===== src/rtl/mesi_isc_mem_ctrl.sv =====
// Main-memory controller for the four MESI ISC main-bus ports: round-robin
// arbitration, fixed-latency access sequencing and a one-cycle ack per transaction.
module mesi_isc_mem_ctrl #(
    parameter int MBUS_CMD_WIDTH = 3,
    parameter int ADDR_WIDTH     = 32,
    parameter int DATA_WIDTH     = 32,
    parameter int MEM_DEPTH      = 10,
    parameter int MEM_LAT        = 2
) (
    input  logic                      clk,
    input  logic                      rst_n,
    input  logic [MBUS_CMD_WIDTH-1:0] mbus_cmd3,
    input  logic [MBUS_CMD_WIDTH-1:0] mbus_cmd2,
    input  logic [MBUS_CMD_WIDTH-1:0] mbus_cmd1,
    input  logic [MBUS_CMD_WIDTH-1:0] mbus_cmd0,
    input  logic [ADDR_WIDTH-1:0]     mbus_addr3,
    input  logic [ADDR_WIDTH-1:0]     mbus_addr2,
    input  logic [ADDR_WIDTH-1:0]     mbus_addr1,
    input  logic [ADDR_WIDTH-1:0]     mbus_addr0,
    input  logic [DATA_WIDTH-1:0]     mbus_data_wr3,
    input  logic [DATA_WIDTH-1:0]     mbus_data_wr2,
    input  logic [DATA_WIDTH-1:0]     mbus_data_wr1,
    input  logic [DATA_WIDTH-1:0]     mbus_data_wr0,
    output logic [DATA_WIDTH-1:0]     mbus_data_rd,
    output logic [3:0]                mbus_ack,
    output logic [1:0]                grant_id,
    output logic                      busy,
    output logic                      err_addr
);

    localparam int IDX_W = (MEM_DEPTH > 1) ? $clog2(MEM_DEPTH) : 1;
    localparam logic [MBUS_CMD_WIDTH-1:0] CMD_WR = MBUS_CMD_WIDTH'(1);
    localparam logic [MBUS_CMD_WIDTH-1:0] CMD_RD = MBUS_CMD_WIDTH'(2);

    typedef enum logic [1:0] {ST_IDLE, ST_ACCESS, ST_ACK} state_t;

    state_t                  state_q, state_d;
    logic [3:0]              cnt_q, cnt_d;
    logic [1:0]              last_q, last_d;
    logic [1:0]              grant_q, grant_d;
    logic                    wr_q, wr_d;
    logic [ADDR_WIDTH-1:0]   addr_q, addr_d;
    logic [DATA_WIDTH-1:0]   data_q, data_d;
    logic [DATA_WIDTH-1:0]   rd_q, rd_d;
    logic                    err_q, err_d;
    logic [DATA_WIDTH-1:0]   mem_q [MEM_DEPTH];
    logic [DATA_WIDTH-1:0]   mem_d [MEM_DEPTH];

    logic [MBUS_CMD_WIDTH-1:0] cmd_a  [4];
    logic [ADDR_WIDTH-1:0]     addr_a [4];
    logic [DATA_WIDTH-1:0]     data_a [4];
    logic [3:0]                req;
    logic                      req_any;
    logic [1:0]                pick;
    logic [1:0]                cand;
    logic                      in_range;
    logic [IDX_W-1:0]          idx;
    logic                      access_done;

    assign cmd_a[0]  = mbus_cmd0;
    assign cmd_a[1]  = mbus_cmd1;
    assign cmd_a[2]  = mbus_cmd2;
    assign cmd_a[3]  = mbus_cmd3;
    assign addr_a[0] = mbus_addr0;
    assign addr_a[1] = mbus_addr1;
    assign addr_a[2] = mbus_addr2;
    assign addr_a[3] = mbus_addr3;
    assign data_a[0] = mbus_data_wr0;
    assign data_a[1] = mbus_data_wr1;
    assign data_a[2] = mbus_data_wr2;
    assign data_a[3] = mbus_data_wr3;

    assign in_range    = addr_q < ADDR_WIDTH'(MEM_DEPTH);
    assign idx         = addr_q[IDX_W-1:0];
    assign access_done = (state_q == ST_ACCESS) && (cnt_q == 4'd0);

    // Round-robin: scan downward so the port nearest after last_q wins; last_q itself is lowest.
    always_comb begin
        cand = 2'd0;
        pick = last_q;
        for (int i = 0; i < 4; i++) begin
            req[i] = (cmd_a[i] == CMD_WR) || (cmd_a[i] == CMD_RD);
        end
        req_any = |req;
        for (int k = 4; k >= 1; k--) begin
            cand = last_q + 2'(k);
            if (req[cand]) pick = cand;
        end
    end

    always_ff @(posedge clk or negedge rst_n) begin
        if (!rst_n) begin
            state_q <= ST_IDLE;
            cnt_q   <= 4'd0;
            last_q  <= 2'd3;
            grant_q <= 2'd0;
            wr_q    <= 1'b0;
            addr_q  <= '0;
            data_q  <= '0;
            rd_q    <= '0;
            err_q   <= 1'b0;
            mem_q   <= '{default: '0};
        end else begin
            state_q <= state_d;
            cnt_q   <= cnt_d;
            last_q  <= last_d;
            grant_q <= grant_d;
            wr_q    <= wr_d;
            addr_q  <= addr_d;
            data_q  <= data_d;
            rd_q    <= rd_d;
            err_q   <= err_d;
            mem_q   <= mem_d;
        end
    end

    always_comb begin
        state_d = state_q;
        cnt_d   = cnt_q;
        case (state_q)
            ST_IDLE: begin
                if (req_any) begin
                    state_d = ST_ACCESS;
                    cnt_d   = 4'(MEM_LAT - 1);
                end
            end
            ST_ACCESS: begin
                if (cnt_q == 4'd0) state_d = ST_ACK;
                else               cnt_d   = cnt_q - 4'd1;
            end
            ST_ACK:  state_d = ST_IDLE;
            default: state_d = ST_IDLE;
        endcase
    end

    // Grant latches the winner's request; the memory effect lands on the ACCESS->ACK edge.
    always_comb begin
        last_d  = last_q;
        grant_d = grant_q;
        wr_d    = wr_q;
        addr_d  = addr_q;
        data_d  = data_q;
        rd_d    = rd_q;
        err_d   = err_q;
        mem_d   = mem_q;
        if ((state_q == ST_IDLE) && req_any) begin
            grant_d = pick;
            last_d  = pick;
            wr_d    = (cmd_a[pick] == CMD_WR);
            addr_d  = addr_a[pick];
            data_d  = data_a[pick];
        end
        if (access_done) begin
            if (!in_range) begin
                err_d = 1'b1;
                if (!wr_q) rd_d = '0;
            end else if (wr_q) begin
                mem_d[idx] = data_q;
            end else begin
                rd_d = mem_q[idx];
            end
        end
    end

    always_comb begin
        mbus_ack = 4'b0000;
        if (state_q == ST_ACK) mbus_ack[grant_q] = 1'b1;
        busy = (state_q != ST_IDLE);
    end

    assign grant_id     = grant_q;
    assign mbus_data_rd = rd_q;
    assign err_addr     = err_q;

endmodule

===== config.mk =====
export PLATFORM = sky130hd
export DESIGN_NAME = mesi_isc_mem_ctrl
export DESIGN_NICKNAME = d
export VERILOG_FILES = /design/src/rtl/mesi_isc_mem_ctrl.sv
export SDC_FILE = /design/constraint.sdc
export NUM_CORES = 1
export LEC_CHECK = 0
export BUFFER_PORTS_ARGS = -buffer_cell sky130_fd_sc_hd__clkbuf_2
export CORE_MARGIN = 2
export CORE_UTILIZATION = 35
export CTS_BUF_LIST = sky130_fd_sc_hd__clkbuf_8
export DETAILED_ROUTE_END_ITERATION = 8
export HOLD_SLACK_MARGIN = 0.1
export SLEW_MARGIN = 20
export SYNTH_ARGS = -nofsm -noshare
export SYNTH_HDL_FRONTEND = slang
export SYNTH_SLANG_ARGS = --single-unit

===== constraint.sdc =====
create_clock -name clk -period 6.2 [get_ports clk]
set_clock_uncertainty 0.1 [all_clocks]
set_input_delay 1.24 -clock clk [delete_from_list [all_inputs] [get_ports clk]]
set_output_delay 1.24 -clock clk [all_outputs]
set_load 0.1 [all_outputs]

==> summary.md <==
| Metric | Value |
|---|---|
| Final ANT Viol Nets | `0` |
| Warnings, synthesis | `0` |
| Via count | `approximately 14000` |
| CTS buffer count | `72` |
| Initial Util | `around 36%` |
| Clock slew at reported path FFs | `0.06 ns` |
| Rel. slew slack | `between 20% and 30%` |
| Slew Limit Fails | `0` |
| Synth unique cells | `44` |
| WS Path Type | `reg2reg` |
| Setup Viol. Count Final | `0` |
| First-pass GRT wire length | `85370 µm` |
| TNS Setup | `0 ns` |
| Core area | `56500 µm²` |
| GPL Wtd Cong | `0.9085` |
| Register area | `10720 µm²` |
| Cell Count, Final, Fillers Out | `roughly 2600` |
| PortBufs | `309` |
| Hpwl dp | `34180 µm` |
| Total I/O pin count | `310` |
| Crit path time final | `about 3.8 ns` |
| CTS H-tree lvls | `3` |
| CP startpoint | `addr_q[1]` |
| Min-Delay Path Class | `reg2reg` |
| Largest net degree at the start of global routing | `around 140` |
| Wirelength, routed | `53940 µm` |
| Critical Path End | `mem_q[23]` |
| Worst ir drop on vdd | `0.3017 mV` |
| Max-Cap Viols | `0` |
| Via/cell ratio | `5.292` |
| Insertion delay to the later sink of the worst-skew pair | `0.61 ns` |
| Die area | `59280 µm²` |
| Layout cell share with drive strength beyond 1 | `45.96%` |
| Multi-input gate area | `8823 µm²` |
| Drt drc | `0` |
| Final period utilization | `61.26%` |
| Unrepaired setup endpoints after global routing | `false` |
| Mapped Cells | `between 1500 and 2000` |
| Leak | `12.09 nW` |
| Dpl cells | `2456` |
| CTS root buf | `clkbuf_8` |
| Most frequent cells in the layout | `dfrtp_1, mux2_2, clkbuf_2` |
| Power per cell area | `350.4 nW/µm²` |
| Status | `finished clean` |
| Worst-Margin Slew | `1.132 ns` |
| Final Hold Fails | `0` |
| Initial DRC Count | `670` |
| Syn Std Cell Area | `20070 µm²` |
| Hold WS | `0.3997 ns` |
| Synthesized net count | `1779` |
| Sequential share of the synthesized area | `a little over half` |
| Async SR Flop Fraction | `100.0%` |
| # rows | `87` |
| Worst Path Max Fanout | `37` |
| CP startpoint kind | `flip-flop` |
| Die height | `243.5 µm` |
| R2R Setup Slk | `2.40 ns` |
| EDFF count, synth | `0` |
| Fill cell count | `~5300` |
| Initial antenna violation count | `2` |
| Die Wd | `243.5 µm` |
| Wire per inst | `20.84 µm` |
| Clock Path Buffers | `3` |
| R2R depth | `6` |
| CTS Hold Bufs | `0` |
| Clk sinks | `428` |
| Synth area leader | `dfrtp_1` |
| Synth top area share | `53.11%` |
| Primary FF master, synth | `dfrtp_1` |
| Seq cells post-synth | `428` |
| Final core occ | `~42%` |
| Vias in the first global route | `between 10000 and 15000` |
| GRT Overall Usage | `between 10% and 20%` |
| CTS tree | `done` |
| Worst R2R Start | `addr_q[1]` |
| Synth area leaders | `dfrtp_1, mux2_2, mux4_2` |
| Cts repair resizes | `0` |
| Mean Syn Cell Area | `13.32 µm²` |
| Grt total ovfl | `0` |
| Pre-Repair DR Iteration Count | `5` |
| Reg-to-reg endpoint | `mem_q[23]` |
| Commonest non-fill, non-tap cell in the layout | `dfrtp_1` |
| CP Capture Type | `flip-flop` |
| P&R area growth vs syn | `18.64%` |
| Fin nets | `between 2000 and 2500` |
| Worst EP arrival | `4.19 ns` |
| Fmax | `0.2633 GHz` |
| WP data required | `roughly 6.6 ns` |
| # Post-CTS Setup Buffers | `0` |
worst min-delay path by stage:
| stage | startpoint | end | depth (start not counted) |
|---|---|---|---|
| after global placement | err_addr | err_addr | 1 |
| after floorplan | cnt_q[0] | cnt_q[0] | 1 |
| after CTS | mem_q[218] | mem_q[218] | 1 |
| after global routing | mem_q[58] | mem_q[58] | 1 |
| after detailed placement | err_addr | err_addr | 1 |
| final | err_addr | err_addr | 1 |
cell families (layout without fill, tap and decap cells):
| kind of cell | after synthesis | count (layout) | share of synthesized area [%] |
|---|---|---|---|
| compound gates | 212 | 212 | 7.475 |
| xor+xnor | 6 | 6 | 0.2619 |
| fa+ha+maj | 2 | 2 | 0.1247 |
| buf+inv | 151 | 474 | 2.918 |
| flops | 428 | 428 | 53.38 |
| mux | 512 | 512 | 31.52 |
| other cells | 0 | 2 | 0 |
| simple gates | 196 | 196 | 4.326 |
synth_stat cells, types with 2 or more instances:
master    number
clkbuf_1     121
nor3b_1        2
a311oi_1       2
a22o_1        32
nand4_1        5
xnor2_1        3
o22ai_1       33
dfstp_2        2
nor4bb_1       2
a21oi_1       67
nand4b_1       4
nor4_1         7
nor2_1        81
nor3_1         4
inv_1          8
mux4_2        64
nand3_1        9
xor2_1         3
ha_1           2
mux2i_1      128
a221oi_1      64
o21ai_0        4
nor2b_1        4
nand2_1       69
buf_2         15
dfrtp_1      426
a21o_1         3
mux2_2       320
buf_1          7
o31a_1         2
worst max-delay path, cell delays in order, from the launching register on:
cell	delay (ns)
dfrtp_4	0.71
o21ai_0	0.29
nand4_1	0.25
nor3_2	0.71
nand4b_1	0.69
buf_4	0.53
mux2_2	0.34
power breakdown:
group          leakage [nW]  total, mW  internal (mW)  switching, mW
Sequential             5.77       3.61           3.06          0.555
Clock                 0.854       2.47           1.36           1.11
Combinational          5.46       2.26          0.879           1.38
metal layers:
metal / vias to the layer above / global-route usage, % / share of wire (%)
li1: 6162 / - / -
met1: 7062 / 23.88 / 43
met2: 381 / 31.20 / 49
met3: 90 / 3.018 / 4.7
met4: 0 / 6.532 / 2.7
met5: - / 0 / 0
state kept, by name, summed over array words and instances, names as in the netlist:
name          count
err_addr          1
state_q           2
last_q            2
cnt_q             4
wr_q              1
addr_q           32
mbus_data_rd     32
data_q           32
mem_q           320
grant_id          2
area by class of cell:
| type | count | area share, % |
|---|---|---|
| well taps | 756 | 3.972 |
| inverters | 8 | 0.1261 |
| flip-flops and latches | 428 | 45.03 |
| clock inverters | 34 | 0.5885 |
| multi-input cells | 928 | 37.06 |
| repair buffers | 337 | 7.714 |
| diodes | 2 | 0.02102 |
| clock buffers | 95 | 5.491 |
stage by stage:
step	setup WS [ns]	cell area, µm²	total power [mW]
after floorplan	0.8392	20070	5.130
after global placement	2.163	22330	5.899
after detailed placement	1.999	22330	5.948
after CTS	2.323	23780	8.469
after global routing	2.046	23810	8.854
final	2.402	23810	8.344
(Power assumes the default switching activity.)
